### config.mk
export PLATFORM = sky130hd
export DESIGN_NAME = ahb_picomem_slave_bridge
export DESIGN_NICKNAME = d
export VERILOG_FILES = /design/src/rtl/ahb_picomem_slave_bridge.sv
export SDC_FILE = /design/constraint.sdc
export NUM_CORES = 1
export LEC_CHECK = 0
export ABC_CLOCK_PERIOD_IN_PS = 3300
export BUFFER_PORTS_ARGS = -buffer_cell sky130_fd_sc_hd__buf_2
export CAP_MARGIN = 10
export CORE_MARGIN = 3
export CORE_UTILIZATION = 48
export CTS_CLUSTER_DIAMETER = 200
export CTS_CLUSTER_SIZE = 8
export DETAILED_ROUTE_END_ITERATION = 16
export PLACE_DENSITY = 0.81
export SLEW_MARGIN = 0
export SYNTH_ARGS = -nofsm -noshare
export SYNTH_HDL_FRONTEND = slang
export SYNTH_SLANG_ARGS = --single-unit
### constraint.sdc
create_clock -name clk -period 3.3 [get_ports clk]
set_clock_uncertainty 0.1 [all_clocks]
set_input_delay 0.66 -clock clk [delete_from_list [all_inputs] [get_ports clk]]
set_output_delay 0.66 -clock clk [all_outputs]
set_load 0.02 [all_outputs]
### src/rtl/ahb_picomem_slave_bridge.sv
`default_nettype none
// ============================================================================
// Module   : ahb_picomem_slave_bridge
// Brief    : AHB-Lite single-transfer slave replayed onto a PicoRV32 native
//            memory port. Optional macro: AHB_PICOMEM_ALIGN_CHECK_EN.
// Revision : 1.0
// ============================================================================
module ahb_picomem_slave_bridge #(
    parameter int BIG_ENDIAN_AHB = 1,
    parameter int TIMEOUT_CYCLES = 256
) (
    input  logic        clk,
    input  logic        resetn,
    input  logic        i_hsel,
    input  logic [31:0] i_haddr,
    input  logic [1:0]  i_htrans,
    input  logic        i_hwrite,
    input  logic [2:0]  i_hsize,
    input  logic [3:0]  i_hprot,
    input  logic        i_hready,
    input  logic [31:0] i_hwdata,
    output logic        o_hreadyout,
    output logic        o_hresp,
    output logic [31:0] o_hrdata,
    output logic        o_mem_valid,
    output logic        o_mem_instr,
    output logic [31:0] o_mem_addr,
    output logic [31:0] o_mem_wdata,
    output logic [3:0]  o_mem_wstrb,
    input  logic        i_mem_ready,
    input  logic [31:0] i_mem_rdata
);

    typedef enum logic [2:0] {
        S_IDLE   = 3'd0,
        S_ACCESS = 3'd1,
        S_RESP   = 3'd2,
        S_ERR1   = 3'd3,
        S_ERR2   = 3'd4
    } state_t;

    localparam logic        c_TO_EN   = (TIMEOUT_CYCLES != 0);
    localparam logic [15:0] c_TO_LAST = 16'(TIMEOUT_CYCLES - 1);

    state_t      r_state;
    state_t      w_state_nxt;
    logic [31:0] r_addr;
    logic        r_instr;
    logic [3:0]  r_wstrb;
    logic [31:0] r_wdata;
    logic [31:0] r_hrdata;
    logic        r_first;
    logic [15:0] r_cnt;

    logic        w_can_capture;
    logic        w_capture;
    logic        w_misaligned;
    logic        w_timeout;
    logic [3:0]  w_strb;
    logic [31:0] w_wdata_in;
    logic        w_unused;

    function automatic logic [31:0] f_lane(input logic [31:0] d);
        if (BIG_ENDIAN_AHB != 0)
            return {d[7:0], d[15:8], d[23:16], d[31:24]};
        else
            return d;
    endfunction

    assign w_unused = ^{i_hprot[3:1], i_htrans[0]};

    assign w_can_capture = (r_state == S_IDLE) || (r_state == S_RESP) || (r_state == S_ERR2);
    assign w_capture     = w_can_capture && i_hsel && i_hready && i_htrans[1];
    assign w_timeout     = c_TO_EN && (r_cnt == c_TO_LAST);
    assign w_wdata_in    = f_lane(i_hwdata);

`ifdef AHB_PICOMEM_ALIGN_CHECK_EN
    assign w_misaligned = ((i_hsize == 3'd1) && i_haddr[0])
                       || ((i_hsize == 3'd2) && (i_haddr[1:0] != 2'b00))
                       || (i_hsize >= 3'd3);
`else
    assign w_misaligned = 1'b0;
`endif

    // Reads always fetch the full word; the master selects its own lane.
    always_comb begin
        w_strb = 4'b0000;
        if (i_hwrite) begin
            case (i_hsize)
                3'd0:    w_strb = 4'b0001 << i_haddr[1:0];
                3'd1:    w_strb = 4'b0011 << {i_haddr[1], 1'b0};
                default: w_strb = 4'b1111;
            endcase
        end
    end

    always_comb begin
        w_state_nxt = r_state;
        case (r_state)
            S_IDLE, S_RESP, S_ERR2: begin
                if (w_capture)
                    w_state_nxt = w_misaligned ? S_ERR1 : S_ACCESS;
                else
                    w_state_nxt = S_IDLE;
            end
            S_ACCESS: begin
                if (i_mem_ready)
                    w_state_nxt = S_RESP;
                else if (w_timeout)
                    w_state_nxt = S_ERR1;
            end
            S_ERR1:  w_state_nxt = S_ERR2;
            default: w_state_nxt = S_IDLE;
        endcase
    end

    always_ff @(posedge clk or negedge resetn) begin
        if (!resetn)
            r_state <= S_IDLE;
        else
            r_state <= w_state_nxt;
    end

    always_ff @(posedge clk or negedge resetn) begin
        if (!resetn) begin
            r_addr   <= 32'd0;
            r_instr  <= 1'b0;
            r_wstrb  <= 4'b0000;
            r_wdata  <= 32'd0;
            r_hrdata <= 32'd0;
            r_first  <= 1'b0;
            r_cnt    <= 16'd0;
        end else begin
            if (w_capture && !w_misaligned) begin
                r_addr  <= {i_haddr[31:2], 2'b00};
                r_instr <= ~i_hprot[0];
                r_wstrb <= w_strb;
                r_first <= 1'b1;
                r_cnt   <= 16'd0;
            end else if (r_state == S_ACCESS) begin
                r_first <= 1'b0;
                if (r_first)
                    r_wdata <= w_wdata_in;
                if (i_mem_ready)
                    r_hrdata <= f_lane(i_mem_rdata);
                else
                    r_cnt <= r_cnt + 16'd1;
            end
        end
    end

    // hwdata only becomes valid in the first ACCESS cycle, so pass it through
    // then and hold the registered copy afterwards.
    assign o_mem_wdata = ((r_state == S_ACCESS) && r_first) ? w_wdata_in : r_wdata;
    assign o_mem_valid = (r_state == S_ACCESS);
    assign o_mem_instr = r_instr;
    assign o_mem_addr  = r_addr;
    assign o_mem_wstrb = r_wstrb;
    assign o_hreadyout = !((r_state == S_ACCESS) || (r_state == S_ERR1));
    assign o_hresp     = (r_state == S_ERR1) || (r_state == S_ERR2);
    assign o_hrdata    = r_hrdata;

endmodule
`default_nettype wire
==> flow_metrics.env <==
export IMPL_cp_start_kind="flip-flop"
export IMPL_cp_arrival_ns=2.38
export IMPL_first_pass_iters=4
export IMPL_fin_crit_sh_pct=95.0
export IMPL_core_area_um2=10000
export IMPL_synthTopCellsByArea="dfrtp_1 (59%), mux2_2 (21%), nand2_1 (8.5%)"
export IMPL_drt_met1_wl_mm=4.61
export IMPL_avgViaCountPerCell=5.00
export IMPL_io_pins=215
export IMPL_critPathRequiredTime_ns=2.54
export IMPL_synth_compound_area_share_pct=2.12
export IMPL_drt_initial_drc_count=216
export IMPL_tns_ns=0
export IMPL_p_total_w=0.00595
export IMPL_cp_max_fo=64
export IMPL_synth_top_area_share_pct=58.6
export IMPL_maxClockFrequency_mhz=319
export IMPL_synth_common_cells="dfrtp_1 (119), nand2_1 (115), mux2_2 (96), clkbuf_1 (15)"
export IMPL_synth_xor_area_share_pct=1.21
export IMPL_status="completed"
export IMPL_post_cts_buffers=0
export IMPL_fill_cells=700
export IMPL_timing_final_max_slew_violations=0
export IMPL_r2r_cells=4
export IMPL_synth_edf_count=0
export IMPL_placementRows=36
export IMPL_cts_root_buf="clkbuf_8"
export IMPL_synth_fa_ha_area_share_pct=0.246
export IMPL_cp_cell_sequence="nand2b_1 -> nor2_1 -> and2_2 -> buf_12 -> mux2_2 -> buf_2"
export IMPL_diodes=0
export IMPL_yosysSeqAreaShare_pct=58.6
export IMPL_ys_warn_count=0
export IMPL_wirelength_mm=11.8
export IMPL_port_buffers=208
export IMPL_clk_insertion_delay_late_ns=0.50
export IMPL_crit_cells=6
export IMPL_route_met2_wl_mm=5.80
export IMPL_finalHoldViolations=0
export IMPL_track_usage_pct=20.1
export IMPL_synthMuxAreaShare_pct=21.7
export IMPL_max_stage_delay_ns=0.41
export IMPL_cts_buffer_depth=2
export IMPL_numClockSinks=119
export IMPL_antenna_left=0
export IMPL_grt_max_degree=65
export IMPL_period_minus_slack_ns=3.14
export IMPL_cp_num_buf_inv=2
export IMPL_nets=762
export IMPL_htreeDepth=4
export IMPL_path_clk_slew_ns=0.06
export IMPL_area_delta_synth_final_pct=36.5
export IMPL_grt_ovfl_total=0
export IMPL_yosys_most_used_dff="dfrtp_1"
export IMPL_ys_types=31
export IMPL_grt_pass1_wl_mm=18.6
export IMPL_synthSimpleGateAreaFrac_pct=13.8
export IMPL_synth_top_family_by_area="multiplexers"
export IMPL_regArea_um2=2980
export IMPL_grt_pass1_vias=4092
export IMPL_route_met3_wl_mm=1.12
export IMPL_multiInputGateArea_um2=1990
export IMPL_numCtsBuffers=17
export IMPL_antenna_found_initial=0
export IMPL_post_dp_hpwl_mm=8.68
export IMPL_cp_end_kind="output port"
export IMPL_start_util_pct=50.6
export IMPL_cts_tree="yes"
export IMPL_slowest_stage="dfrtp_1"
export IMPL_syn_area_um2=5080
export IMPL_slew_headroom_pct=41.3
export IMPL_p_leak_nw=3.53
export IMPL_place_gp_congestion=0.794
export IMPL_critical_path_class="flip-flop to output port"
export IMPL_syn_avg_cell_area_um2=11.6
export IMPL_top_layer_used="met4"
export IMPL_syn_inst=438
export IMPL_die_x_um=109
export IMPL_synth_async_sr_flop_share_pct=100
export IMPL_wire_per_inst_um=14.8
export IMPL_min_path_type="primary input to flip-flop"
export IMPL_worstMarginPinSlew_ns=0.878
export IMPL_drcViolationCount=0
export IMPL_synth_area_leader_cell="dfrtp_1"
export IMPL_hold_depth=3
export IMPL_power_density_nw_per_um2=857
export IMPL_ys_ff_latch=119
export IMPL_final_setup_viol_count=0
export IMPL_routed_via_count=3979
export IMPL_vdd_drop_max_mv=0.455
export IMPL_die_h_um=109
export IMPL_drive_gt1_share_pct=51.9
export IMPL_synth_most_common_cell="dfrtp_1"
export IMPL_cts_resized=0
export IMPL_rsz0062_at_grt="no"
export IMPL_dieArea_um2=11900
export IMPL_crit_family="simple AND/OR/NAND/NOR gates"
export IMPL_maxCapViolCount=0
sequential cells by signal, indices dropped and copies added (netlist names):
name / flops
r_state: 3
o_mem_wstrb: 4
o_mem_addr: 30
o_mem_instr: 1
r_wdata: 32
r_first: 1
r_cnt: 16
o_hrdata: 32
kinds of logic (layout without fill, tap and decap cells):
| family | Yosys count | in the layout |
|---|---|---|
| adders and majority gates | 1 | 1 |
| buffers and inverters | 29 | 253 |
| DFF | 119 | 119 |
| AOI/OAI and AO/OA | 21 | 21 |
| xor gates and xnor gates | 7 | 7 |
| other | 1 | 2 |
| muxes | 98 | 98 |
| and+or+nand+nor | 162 | 162 |
area by class of cell:
class,instances,area share [%]
flip-flops and latches,119,42.9
multi-input cells,291,28.7
repair buffers,216,16.3
clock buffers,21,6.62
clock inverters,11,2.80
well taps,133,2.40
inverters,5,0.271
per-stage QoR:
| step | hold slack [ns] | setup WS (ns) | instance area, um^2 | utilization (%) | std cells |
|---|---|---|---|---|---|
| 6_report | 0.249 | 0.165 | 6940 | 69.1 | 796 |
| 5_1_grt | 0.235 | 0.0531 | 6940 | 69.1 | 796 |
| 4_1_cts | 0.228 | 0.140 | 6940 | 69.1 | 796 |
| 3_5_place_dp | 0.351 | 0.481 | 6270 | 62.5 | 763 |
| 3_3_place_gp | 0.346 | 0.531 | 6270 | 62.5 | 763 |
| 2_1_floorplan | 0.264 | 0.222 | 5090 | - | 439 |
tightest hold or removal path: stages:
cell	delay, ns
buf_2	0.07
nand2_1	0.04
nand2_1	0.05
placed cells by master (no fill, tap or decap), types with 5 or more instances in the layout:
| master | Yosys | final |
|---|---|---|
| a21oi_1 | 7 | 7 |
| buf_2 | 2 | 207 |
| buf_4 | 2 | 6 |
| bufinv_16 | 0 | 5 |
| clkbuf_16 | 0 | 16 |
| dfrtp_1 | 119 | 119 |
| inv_1 | 5 | 5 |
| mux2_2 | 96 | 96 |
| nand2_1 | 115 | 115 |
| nand3_1 | 8 | 8 |
| nor2_1 | 13 | 13 |
| o21ai_0 | 13 | 13 |
| or3_1 | 7 | 7 |
| xnor2_1 | 5 | 5 |
what timing repair did:
item                                    in CTS  in global routing
hold endpoints to repair                     6                  0
hold buffers                                 1                  0
endpoints found under the setup margin       0                  0
worst paths after layout:
path	endpoint	slack, ns	from
max	o_mem_wdata[26]	0.16	r_state[2]
min	o_mem_addr[30]	0.25	i_haddr[30]
max reg2reg	r_cnt[12]	0.75	r_state[1]
min reg2reg	o_mem_wstrb[0]	0.36	o_mem_wstrb[0]
max in group asynchronous	o_hrdata[24]	1.82	resetn
min in group asynchronous	o_hrdata[21]	0.56	resetn
report_power, final:
group	switching, W	internal (W)	leakage [nW]
clock	0.000638	0.00137	0.319
sequential	0.000215	0.00190	1.48
combinational	0.00103	0.000797	1.73
total	0.00189	0.00406	3.53
per-layer routing:
layer	up-vias	global-route usage, %
met4	0	8.93
li1	1900	-
met5	-	0
met1	1871	23.6
met2	190	33.5
met3	18	6.51
No activity file was read; power rests on OpenSTA's default activity.
